**config.mk**
```make
export PLATFORM = sky130hd
export DESIGN_NAME = nonce_result_scanner
export DESIGN_NICKNAME = d
export VERILOG_FILES = /design/src/rtl/nonce_scan_pkg.sv /design/src/rtl/nonce_scan_cmp.sv /design/src/rtl/nonce_result_scanner.sv
export SDC_FILE = /design/constraint.sdc
export NUM_CORES = 1
export LEC_CHECK = 0
export BUFFER_PORTS_ARGS = -buffer_cell sky130_fd_sc_hd__buf_2
export CORE_UTILIZATION = 37
export CTS_BUF_LIST = sky130_fd_sc_hd__clkbuf_16
export DETAILED_ROUTE_END_ITERATION = 6
export PLACE_DENSITY = 0.69
export SLEW_MARGIN = 20
export SYNTH_ARGS = -nofsm -noshare
export SYNTH_HDL_FRONTEND = slang
export SYNTH_SLANG_ARGS = --single-unit
```
**constraint.sdc**
```tcl
create_clock -name clk -period 7.1 [get_ports clk]
set_input_delay 1.42 -clock clk [delete_from_list [all_inputs] [get_ports clk]]
set_output_delay 1.42 -clock clk [all_outputs]
set_load 0.02 [all_outputs]
```
**src/rtl/nonce_scan_pkg.sv**
```systemverilog
// rtl/nonce_scan_pkg.sv - types, constants and summary packing shared by the nonce result scanner
package nonce_scan_pkg;

    typedef enum logic [2:0] {
        IDLE = 3'd0,
        SCAN = 3'd1,
        WR0  = 3'd2,
        WR1  = 3'd3,
        DONE = 3'd4
    } scan_state_t;

    // Edges from registering a read address to sampling its data.
    localparam int RD_LAT    = 2;

    localparam int SUMMARY_W = 32;
    localparam int FOUND_BIT = 31;
    localparam int HIT_LSB   = 5;
    localparam int NONCE_LSB = 0;
    localparam int HIT_W     = 6;
    localparam int NONCE_W   = 5;

    // Second summary word: {found, zeros, hit_count, best_nonce}.
    function automatic logic [SUMMARY_W-1:0] pack_summary(
        input logic               found,
        input logic [HIT_W-1:0]   hit_count,
        input logic [NONCE_W-1:0] best_nonce
    );
        logic [SUMMARY_W-1:0] s;
        s                      = '0;
        s[FOUND_BIT]           = found;
        s[HIT_LSB +: HIT_W]    = hit_count;
        s[NONCE_LSB +: NONCE_W] = best_nonce;
        return s;
    endfunction

endpackage

```
**src/rtl/nonce_scan_cmp.sv**
```systemverilog
// rtl/nonce_scan_cmp.sv - unsigned comparisons of one captured hash word
//
// Ports:
//   w          - captured hash word
//   best_hash  - running minimum
//   target     - hit threshold
//   is_new_min - w strictly below the running minimum (ties keep the older nonce)
//   is_hit     - w strictly below target
module nonce_scan_cmp #(
    parameter int DATA_W = 32
) (
    input  logic [DATA_W-1:0] w,
    input  logic [DATA_W-1:0] best_hash,
    input  logic [DATA_W-1:0] target,
    output logic              is_new_min,
    output logic              is_hit
);
    import nonce_scan_pkg::*;

    assign is_new_min = (w < best_hash);
    assign is_hit     = (w < target);

endmodule

```
**src/rtl/nonce_result_scanner.sv**
```systemverilog
// rtl/nonce_result_scanner.sv - scans per-nonce hash words for minimum and hits, writes a 2-word summary
//
// Ports:
//   clk, reset_n        - clock, asynchronous active-low reset
//   start               - level-sampled start (honoured in IDLE, or in DONE once done is up)
//   result_addr         - address of hash word 0
//   summary_addr        - address of the 2-word summary
//   target              - hit threshold, unsigned
//   done                - scan and summary write complete
//   found, hit_count    - any hit / number of words below target
//   best_nonce, best_hash - index and value of the minimum word
//   mem_*               - single-port synchronous memory, registered address, 2-edge read latency
module nonce_result_scanner #(
    parameter int NUM_NONCES = 16,
    parameter int ADDR_W     = 16,
    parameter int DATA_W     = 32
) (
    input  logic              clk,
    input  logic              reset_n,
    input  logic              start,
    input  logic [ADDR_W-1:0] result_addr,
    input  logic [ADDR_W-1:0] summary_addr,
    input  logic [DATA_W-1:0] target,
    output logic              done,
    output logic              found,
    output logic [5:0]        hit_count,
    output logic [4:0]        best_nonce,
    output logic [DATA_W-1:0] best_hash,
    output logic              mem_clk,
    output logic              mem_we,
    output logic [ADDR_W-1:0] mem_addr,
    output logic [DATA_W-1:0] mem_write_data,
    input  logic [DATA_W-1:0] mem_read_data
);
    import nonce_scan_pkg::*;

    localparam logic [5:0] N_RC       = 6'(NUM_NONCES);
    localparam logic [4:0] LAST_CC    = 5'(NUM_NONCES - 1);
    localparam logic [1:0] PRIME_LAST = 2'(RD_LAT - 1);

    scan_state_t       state_q, state_d;
    logic [5:0]        rc_q, rc_d;
    logic [4:0]        cc_q, cc_d;
    logic [1:0]        prime_q, prime_d;
    logic              done_q, done_d;
    logic              found_q, found_d;
    logic [5:0]        hit_count_q, hit_count_d;
    logic [4:0]        best_nonce_q, best_nonce_d;
    logic [DATA_W-1:0] best_hash_q, best_hash_d;
    logic              mem_we_q, mem_we_d;
    logic [ADDR_W-1:0] mem_addr_q, mem_addr_d;
    logic [DATA_W-1:0] mem_write_data_q, mem_write_data_d;

    logic is_new_min;
    logic is_hit;
    logic begin_scan;

    nonce_scan_cmp #(.DATA_W(DATA_W)) u_cmp (
        .w          (mem_read_data),
        .best_hash  (best_hash_q),
        .target     (target),
        .is_new_min (is_new_min),
        .is_hit     (is_hit)
    );

    // In DONE a restart waits until done has actually been presented for a cycle.
    assign begin_scan = start && ((state_q == IDLE) || ((state_q == DONE) && done_q));

    always_comb begin
        state_d          = state_q;
        rc_d             = rc_q;
        cc_d             = cc_q;
        prime_d          = prime_q;
        done_d           = done_q;
        found_d          = found_q;
        hit_count_d      = hit_count_q;
        best_nonce_d     = best_nonce_q;
        best_hash_d      = best_hash_q;
        mem_we_d         = mem_we_q;
        mem_addr_d       = mem_addr_q;
        mem_write_data_d = mem_write_data_q;

        case (state_q)
            IDLE: ;
            SCAN: begin
                if (rc_q < N_RC) begin
                    mem_addr_d = result_addr + ADDR_W'(rc_q);
                    rc_d       = rc_q + 6'd1;
                end
                // The first SCAN edge only has an address in flight; captures begin after it.
                if (prime_q < PRIME_LAST) begin
                    prime_d = prime_q + 2'd1;
                end else begin
                    if (is_new_min) begin
                        best_hash_d  = mem_read_data;
                        best_nonce_d = cc_q;
                    end
                    hit_count_d = hit_count_q + {5'b0, is_hit};
                    found_d     = (hit_count_d != 6'd0);
                    if (cc_q == LAST_CC) begin
                        state_d = WR0;
                    end else begin
                        cc_d = cc_q + 5'd1;
                    end
                end
            end
            WR0: begin
                mem_we_d         = 1'b1;
                mem_addr_d       = summary_addr;
                mem_write_data_d = best_hash_q;
                state_d          = WR1;
            end
            WR1: begin
                mem_we_d         = 1'b1;
                mem_addr_d       = summary_addr + ADDR_W'(1);
                mem_write_data_d = DATA_W'(pack_summary(found_q, hit_count_q, best_nonce_q));
                state_d          = DONE;
            end
            DONE: begin
                mem_we_d = 1'b0;
                done_d   = 1'b1;
            end
            default: state_d = IDLE;
        endcase

        if (begin_scan) begin
            state_d      = SCAN;
            mem_addr_d   = result_addr;
            mem_we_d     = 1'b0;
            rc_d         = 6'd1;
            cc_d         = 5'd0;
            prime_d      = 2'd0;
            best_hash_d  = '1;
            best_nonce_d = 5'd0;
            hit_count_d  = 6'd0;
            found_d      = 1'b0;
            done_d       = 1'b0;
        end
    end

    always_ff @(posedge clk or negedge reset_n) begin
        if (!reset_n) begin
            state_q          <= IDLE;
            rc_q             <= 6'd0;
            cc_q             <= 5'd0;
            prime_q          <= 2'd0;
            done_q           <= 1'b0;
            found_q          <= 1'b0;
            hit_count_q      <= 6'd0;
            best_nonce_q     <= 5'd0;
            best_hash_q      <= '1;
            mem_we_q         <= 1'b0;
            mem_addr_q       <= '0;
            mem_write_data_q <= '0;
        end else begin
            state_q          <= state_d;
            rc_q             <= rc_d;
            cc_q             <= cc_d;
            prime_q          <= prime_d;
            done_q           <= done_d;
            found_q          <= found_d;
            hit_count_q      <= hit_count_d;
            best_nonce_q     <= best_nonce_d;
            best_hash_q      <= best_hash_d;
            mem_we_q         <= mem_we_d;
            mem_addr_q       <= mem_addr_d;
            mem_write_data_q <= mem_write_data_d;
        end
    end

    assign done           = done_q;
    assign found          = found_q;
    assign hit_count      = hit_count_q;
    assign best_nonce     = best_nonce_q;
    assign best_hash      = best_hash_q;
    assign mem_clk        = clk;
    assign mem_we         = mem_we_q;
    assign mem_addr       = mem_addr_q;
    assign mem_write_data = mem_write_data_q;

endmodule
```
==> results.md, run 1 <==
Cells and area:
- Leaving out fill and tap cells, the most frequent cell in the layout is sky130_fd_sc_hd__buf_2.
- At the end of the flow, the number of nets in the layout was 1190.
- Compared with the post-synthesis result, the final layout area differs by 21.29%.
- The number of antenna diodes is 0.
- The filler cells instantiated in the layout total 1940.
- The final standard cell utilization of the core is 45.88%.
- The library cells used most frequently in the layout, excluding fill and tap cells, are sky130_fd_sc_hd__buf_2, sky130_fd_sc_hd__inv_1, sky130_fd_sc_hd__nor2_1.
- Cells with a size suffix above 1 make up 25.59% of the layout.

Placed design:
- The final RePlAce weighted congestion is 0.8957.
- OpenSTA, run right after detailed placement, puts the worst setup slack at 1.995 ns.
- The detailed placer's ending HPWL is 15080 µm.
- The count of buffers added on input and output ports is 193.

Yosys:
- The number of warnings issued by yosys is 0.
- Sequential elements use 37.81% of the synthesized area.
- In this run, synthesis inferred 0 flip-flops with an integrated enable.
- The number of nets produced by synthesis is 1012.
- The average instance area after synthesis is 8.824 µm².
- Synthesis instantiated 60 different standard cells from the library.
- The most frequently used flop master after synthesis is sky130_fd_sc_hd__dfrtp_1.
- Counting flops with an async set or reset pin after synthesis yields a share of 100.0%.
- Synthesis handed over a netlist of 837 instances.
- The synthesized cell area is 7386 µm².
- In this run, synthesis produced a sequential element count of 110.

Setup path:
- STA classifies the critical path startpoint as a clock port.
- The slowest stage of the critical path belongs to the cell sky130_fd_sc_hd__buf_2.
- The reg-to-reg critical path startpoint is state_q[1].
- The element type at the critical path end is an output pin.
- For the worst setup path, the data required time is 5.68 ns.
- The data arrival time of the worst path is 3.94 ns.
- In this run the worst path has a maximum fanout of 2.
- The critical setup path kind is clock port to output pin.
- For the worst flop-to-flop path, the logic depth is 7.
- The slack of the worst reg-to-reg path is 4.35 ns.
- The endpoint identified for the worst register-to-register timing path is mem_addr[14].
- The worst setup path endpoint is mem_clk.
- The most numerous cell on the critical path is sky130_fd_sc_hd__clkbuf_16.
- In this run the worst setup path begins at clk.
- The maximum cell stage delay along the critical path is 0.15 ns.
- Walking the worst path, the cells encountered are clkbuf_16, clkbuf_16, buf_2.

Global routing:
- The initial antenna violation count was 0.
- The via count of the first global-routing pass is 6442.
- Entering global routing, the biggest net connects 71 pins.
- The wire length of the first global-routing pass is 32380 µm.
- The all-layer global routing usage is 20.45%.
- For this run the aggregate overflow at the end of global routing stands at 0.

Timing:
- The number of hold-slack violations in the final timing report is 0.
- The largest clock skew in the final design is 0.01035 ns.
- After layout, the worst setup slack is 1.737 ns.
- Setup violations remaining at the end of the flow were counted as 0.
- The final total negative setup slack is 0 ns.
- For the pin with the worst max-slew slack, the measured transition is 0.9186 ns.
- The number of max-slew violations in the final report came to 0.
- The smallest hold slack is 0.4760 ns.
- Setup repair after global routing left no endpoint under its margin.
- The relative max-transition margin is 38.76%.

Clock tree:
- Clock-pin slew was measured on the worst setup and hold paths at 0.08 ns.
- Post-CTS repair changed the size of 0 cells.
- After clock tree synthesis, the setup repair step added 0 buffers.
- For this design, the CTS-stage hold fixing added 0 buffers.
- The TritonCTS clock tree is done.
- Clock latency on the worst-skew pair, taken at its later pin, is 0.47 ns.

Power:
- After layout, the design draws a total of 3499 µW.
- The analysis attributes to cell leakage a power of 0.004845 µW.
- IR analysis of the VDD net gives a maximum drop of 0.0002539 V.
- The power density relative to cell area is 390.6 nW/µm².

Routing:
- Summed over all layers, the routed wires come to 20260 µm.
- The DRC violation total after the first TritonRoute iteration is 325.
- The routed via count is 6617.
- The total iterations of the first detailed-routing run is 5.
- In the routed design, unresolved DRC markers number 0.
- After detailed routing, the number of vias per cell comes to 5.149.
- The count of antenna-violating nets left after detailed routing is 0.
- In the final routed layout, each cell accounts on average for 15.76 µm.

Flow run:
- The reported max-cap violation count is 0.

Floorplan:
- The die footprint is 20530 µm².
- The height of the chip is 143.3 µm.
- The number of rows in the core area is 51.
- The total area inside the core boundary comes to 19530 µm².
- The initial utilization of the core area, before any placement, comes to 37.83%.
- The die is 143.3 µm wide.
- In this run the count of I/O pins placed on the die edge is 194.

Min path:
- The tightest min-delay check is of the flop to flop type.
- The instance count along the most critical hold path is 2.

Status:
- The run finished with clean final reports.
-- Yosys cell counts (4+ instances only) --
master                       n  area [µm²]
sky130_fd_sc_hd__a211oi_1   12       90.09
sky130_fd_sc_hd__a21o_1     13       97.59
sky130_fd_sc_hd__a21oi_1    35       175.2
sky130_fd_sc_hd__a31oi_1     7       43.79
sky130_fd_sc_hd__and2_1      6       37.54
sky130_fd_sc_hd__and3_1      9       56.30
sky130_fd_sc_hd__buf_1       8       30.03
sky130_fd_sc_hd__buf_2       4       20.02
sky130_fd_sc_hd__buf_6       4       45.04
sky130_fd_sc_hd__clkbuf_1   20       75.07
sky130_fd_sc_hd__dfrtp_1    78        1952
sky130_fd_sc_hd__dfstp_2    32       840.8
sky130_fd_sc_hd__ha_1       75       938.4
sky130_fd_sc_hd__inv_1     112       420.4
sky130_fd_sc_hd__mux2i_1    50       500.5
sky130_fd_sc_hd__nand2_1    78       292.8
sky130_fd_sc_hd__nand3_1    16       80.08
sky130_fd_sc_hd__nand4_1    20       125.1
sky130_fd_sc_hd__nor2_1     81       304.0
sky130_fd_sc_hd__nor3_1     11       55.05
sky130_fd_sc_hd__o211ai_1    5       37.54
sky130_fd_sc_hd__o21a_1      5       37.54
sky130_fd_sc_hd__o21ai_0    51       255.2
sky130_fd_sc_hd__o22ai_1     5       31.28
sky130_fd_sc_hd__o31ai_1    24       180.2
sky130_fd_sc_hd__xnor2_1    13       113.9
sky130_fd_sc_hd__xor2_1      7       61.31
-- layout make-up --
cell class              count  area, µm²  area share [%]
clock buffers              13      305.3           3.408
clock inverters             7      78.83          0.8799
inverters                 112      420.4           4.693
multi-input cells         577       3998           44.62
flip-flops and latches    110       2794           31.19
well taps                 265      331.6           3.701
repair buffers            201       1031           11.51
-- through the flow --
stage	area [µm²]	cells
2_1_floorplan	7386	837
3_3_place_gp	8573	1266
3_5_place_dp	8573	1266
4_1_cts	8952	1285
5_1_grt	8959	1285
6_report	8959	1285
-- report_power, final --
| group | internal (µW) | switching (µW) | total, µW |
|---|---|---|---|
| Clock | 355 | 275 | 629 |
| Combinational | 682 | 1050 | 1730 |
| Sequential | 940 | 200 | 1140 |
| Total | 1980 | 1520 | 3500 |
-- per-layer routing --
metal / vias up / global-route usage, % / share of wire [%]
met4: 0 / 9.071 / 2.5
li1: 3273 / - / -
met3: 30 / 4.661 / 6.6
met5: - / 0 / 0
met2: 237 / 33.79 / 46
met1: 3077 / 25.42 / 45
-- critical path: cells and delay by family --
kind	cells	cell delay (ns)
buf+inv	3	0.40
-- kinds of logic after synthesis --
kind of cell / Yosys count / synth area share [%]
compound gates: 193 / 17.25
mux: 50 / 6.776
flops: 110 / 37.81
fa+ha+maj: 76 / 12.98
simple gates: 238 / 14.62
buf+inv: 150 / 8.199
xor+xnor: 20 / 2.372
-- how the worst min path moves through the flow --
stage	startpoint	to	slack, ns
after floorplan	prime_q[0]	prime_q[0]	0.46
after global placement	mem_write_data[12]	mem_write_data[12]	0.46
after detailed placement	mem_write_data[5]	mem_write_data[5]	0.46
after CTS	mem_write_data[23]	mem_write_data[23]	0.48
after global routing	mem_write_data[23]	mem_write_data[23]	0.50
final	mem_addr[3]	mem_addr[3]	0.48
-- flip-flops by register name, indices dropped and copies added, names as in the netlist --
name	cells
state_q	3
prime_q	2
mem_we	1
rc_q	6
best_nonce	5
mem_addr	16
mem_write_data	32
best_hash	32
cc_q	5
done	1
hit_count	6
found	1
(Power assumes the default switching activity.)
==> run 2, diff against run 1 <==
- ABC_AREA: default -> 1
- PLACE_DENSITY: 0.69 -> 0.71
- clock period: 7.1 -> 4.3 ns (I/O delays scaled with it)
==> results.md, run 2 <==
Status:
- The run finished with clean final reports.

Power:
- IR analysis of the VDD net gives a maximum drop of 0.0004284 V.
- Sequential cells burn 30.9% of the power.
- The power density relative to cell area is 708.5 nW/µm².
- Net switching is 48.04% of the power.
- The net switching power is 3111 µW.
- Internal power comes to 3365 µW.
- The logic gate share of total power is 53.5%.
- The clock network accounts for 15.6% of the total power.
- In this run the static leakage power is 0.005041 µW.

Cells and area:
- The non-filler instance count after layout is 1473.
- After routing the design area is 9140 µm².
- In the layout the commonest cells are sky130_fd_sc_hd__nand2_1, sky130_fd_sc_hd__buf_2, sky130_fd_sc_hd__inv_1.
- The area growth from synthesis to layout is 20.48%.
- In the final layout, the share of cells above drive strength 1 is 24.40%.
- The number of nets in the final layout is 1371.
- The filler cells instantiated in the layout total 2099.
- The most frequent standard cell in the layout excluding fill and tap cells is sky130_fd_sc_hd__nand2_1.

Clock tree:
- Buffers inserted to repair hold after CTS numbered 0.
- In this run the post-CTS setup repair buffer count came out at 0.
- TritonCTS built the clock tree.
- The later pin in the worst-skew pair is clocked with a latency of 0.47 ns.
- Clock-pin slew was measured on the worst setup and hold paths at 0.08 ns.
- Gates resized during post-CTS repair numbered 0.

Placed design:
- The count of buffers from port buffering is 193.
- Once placement finished, the instance area stood at 8766 µm².
- The final RePlAce weighted congestion is 0.8780.
- The detailed placer's ending HPWL is 16790 µm.
- Once placement completed, the tool counted placed cells totaling 1452.

Routing:
- After detailed routing, the average wire length per cell comes to 15.27 µm.
- The total iterations of the first detailed-routing run is 6.
- The number of remaining DRC errors is 0.
- The detail route stage leaves a number of antenna-violating nets equal to 0.
- Using the TritonRoute via totals, the vias-per-cell ratio works out to 5.026.
- The routed layout has 7403 vias.
- The wire length after detailed routing is 22490 µm.
- After the first detailed-routing iteration, the DRC count stood at 353.

Yosys:
- The synthesized cell area is 7586 µm².
- In this run, synthesis inferred 0 flip-flops with an integrated enable.
- Ranked by total cell area, the synthesized netlist is headed by sky130_fd_sc_hd__dfrtp_1, sky130_fd_sc_hd__nand2_1, sky130_fd_sc_hd__ha_1.
- Synthesis instantiated 41 different standard cells from the library.
- Summed over its instances, the top area cell type makes up 25.73% of the synthesized netlist area.
- For this run, the register share of the synthesized area comes to 36.81%.
- After synthesis, the share of flip-flops with an asynchronous set or reset is 100.0%.
- After synthesis the netlist holds a flip-flop and latch count of 110.
- The cell type contributing the most total cell area after synthesis is sky130_fd_sc_hd__dfrtp_1.
- The number of nets handed over by synthesis was 1193.
- Yosys printed 0 warnings.
- By instance count, the leading cell after synthesis is sky130_fd_sc_hd__nand2_1.
- The most used flip-flop cell after synthesis is sky130_fd_sc_hd__dfrtp_1.
- After synthesis, the most frequently instantiated cells are sky130_fd_sc_hd__nand2_1, sky130_fd_sc_hd__inv_1, sky130_fd_sc_hd__nand3_1.
- The synthesized netlist cell count is 1018.
- The average instance area after synthesis is 7.452 µm².

Global routing:
- The all-layer global routing usage is 21.92%.
- Entering global routing, the biggest net connects 63 pins.
- Global routing finished with a remaining overflow of 0.
- The first global-routing pass estimated 36730 µm of wire.
- The initial antenna violation count came to 2.
- The via count of the first global-routing pass was 7219.

Setup path:
- The data required time at the worst endpoint is 3.44 ns.
- The cell with the largest stage delay on the worst path is sky130_fd_sc_hd__buf_2.
- The largest single stage delay on the critical path is 0.15 ns.
- The critical setup path kind is clock port to output pin.
- STA puts the critical path data arrival time at 2.54 ns.
- The signal on the critical path passes through clkbuf_16, clkbuf_16, buf_2.
- The element type at the critical path end is an output pin.
- The most numerous cell on the critical path is sky130_fd_sc_hd__clkbuf_16.
- In this design, the largest share of critical-path delay is due to buffers and inverters.
- The worst path buffer plus inverter count is 3.
- The kind of launch point of the worst setup path is a clock port.
- The largest fanout of any net on the critical path is 2.

Timing:
- Setup repair after global routing left no endpoint under its margin.
- The number of hold-slack violations in the final timing report was 0.
- On the final layout, the worst clock skew is 0.01297 ns.
- The final total negative setup slack is 0 ns.
- For the pin with the worst max-slew slack, the measured transition is 0.9900 ns.
- Setup violations remaining at the end of the flow were counted as 0.
- The relative max-transition margin is 33.91%.
- The number of max-slew violations in the final report is 0.

Min path:
- The worst hold path class is primary input to asynchronous set/reset pin.

Floorplan:
- From bottom edge to top edge, the die measures 145.2 µm.
- The die is 145.2 µm wide.
- The die covers 21080 µm².
- The placeable core region is 20170 µm².
- During I/O placement, the number of pins put on the boundary was 194.
- The starting density of the core is 37.61%.
- The floorplan has 52 rows.

Flow run:
- The reported max-cap violation count is 0.
## run 2: cell count changes after synthesis, moves of 11 or more
cell	before	now
sky130_fd_sc_hd__nand2_1	78	280
sky130_fd_sc_hd__nand3_1	16	86
sky130_fd_sc_hd__mux2i_1	50	0
sky130_fd_sc_hd__or2_2	1	31
sky130_fd_sc_hd__nor2_1	81	52
sky130_fd_sc_hd__a21oi_1	35	62
sky130_fd_sc_hd__o31ai_1	24	2
sky130_fd_sc_hd__inv_1	112	129
sky130_fd_sc_hd__o21ai_0	51	66
sky130_fd_sc_hd__a21o_1	13	0
sky130_fd_sc_hd__xnor2_1	13	0
sky130_fd_sc_hd__a211oi_1	12	1
## run 2: final timing paths
path,end,slack (ns),depth (start not counted),startpoint
worst min-delay path,mem_write_data[12],0.42,1,reset_n
max in group asynchronous,best_hash[31],3.05,2,reset_n
worst max register to register,best_hash[10],1.64,11,best_hash[31]
worst min register to register,mem_addr[13],0.48,2,mem_addr[13]
min in group clk,mem_addr[13],0.48,2,mem_addr[13]
worst max-delay path,mem_clk,0.90,3,clk
## run 2: power by group through the flow
stage	Combinational, µW	Sequential (µW)	Clock [µW]
floorplan	1920	2470	27.2
global placement	3410	2000	21.7
detailed placement	3480	2010	21.7
CTS	3490	2000	1030
global route	3880	2070	1070
finish	3470	2000	1010
## run 2: cell type report
class / instances / area [µm²] / area share (%)
Clock inverter: 7 / 68.82 / 0.7529
Inverter: 132 / 495.5 / 5.421
Multi-Input combinational cell: 741 / 4114 / 45.01
Timing Repair Buffer: 198 / 1021 / 11.17
Antenna cell: 2 / 5.005 / 0.05476
Sequential cell: 110 / 2793 / 30.55
Tap cell: 270 / 337.8 / 3.696
Clock buffer: 13 / 305.3 / 3.340
## run 2: routing by layer
layer | vias to the layer above | part of all wire, % | global-route usage [%]
met5 | - | 0 | 0
met3 | 32 | 6.8 | 4.371
met2 | 267 | 46 | 36.06
met4 | 0 | 1.9 | 8.053
met1 | 3425 | 45 | 28.43
li1 | 3679 | - | -
## run 2: cells by family after synthesis
family | synth area share [%]
compound gates | 11.83
xor+xnor | 1.154
fa+ha+maj | 12.63
buf+inv | 9.038
flops | 36.81
simple gates | 28.53
## run 2: worst reg2reg max path, cell delays in order (launching register included)
cell and delay, ns:
sky130_fd_sc_hd__dfstp_2 0.62, sky130_fd_sc_hd__inv_1 0.07, sky130_fd_sc_hd__ha_1 0.31, sky130_fd_sc_hd__nand2_1 0.09
sky130_fd_sc_hd__nor2_1 0.05, sky130_fd_sc_hd__nor3_1 0.26, sky130_fd_sc_hd__nand3_2 0.13, sky130_fd_sc_hd__a21oi_4 0.24
sky130_fd_sc_hd__nand2_2 0.09, sky130_fd_sc_hd__nand2_2 0.52, sky130_fd_sc_hd__nand2_1 0.13, sky130_fd_sc_hd__nand2_1 0.10
## run 2: per-stage QoR
step | power, µW | setup WS [ns] | utilization, % | hold slack (ns)
floorplan | 4416 | 1.156 | - | 0.4940
global placement | 5431 | 1.101 | 43.46 | 0.4582
detailed placement | 5509 | 1.045 | 43.46 | 0.4602
CTS | 6520 | 0.8938 | 45.29 | 0.4413
global route | 7027 | 0.8917 | 45.32 | 0.4639
finish | 6476 | 0.8976 | 45.32 | 0.4245
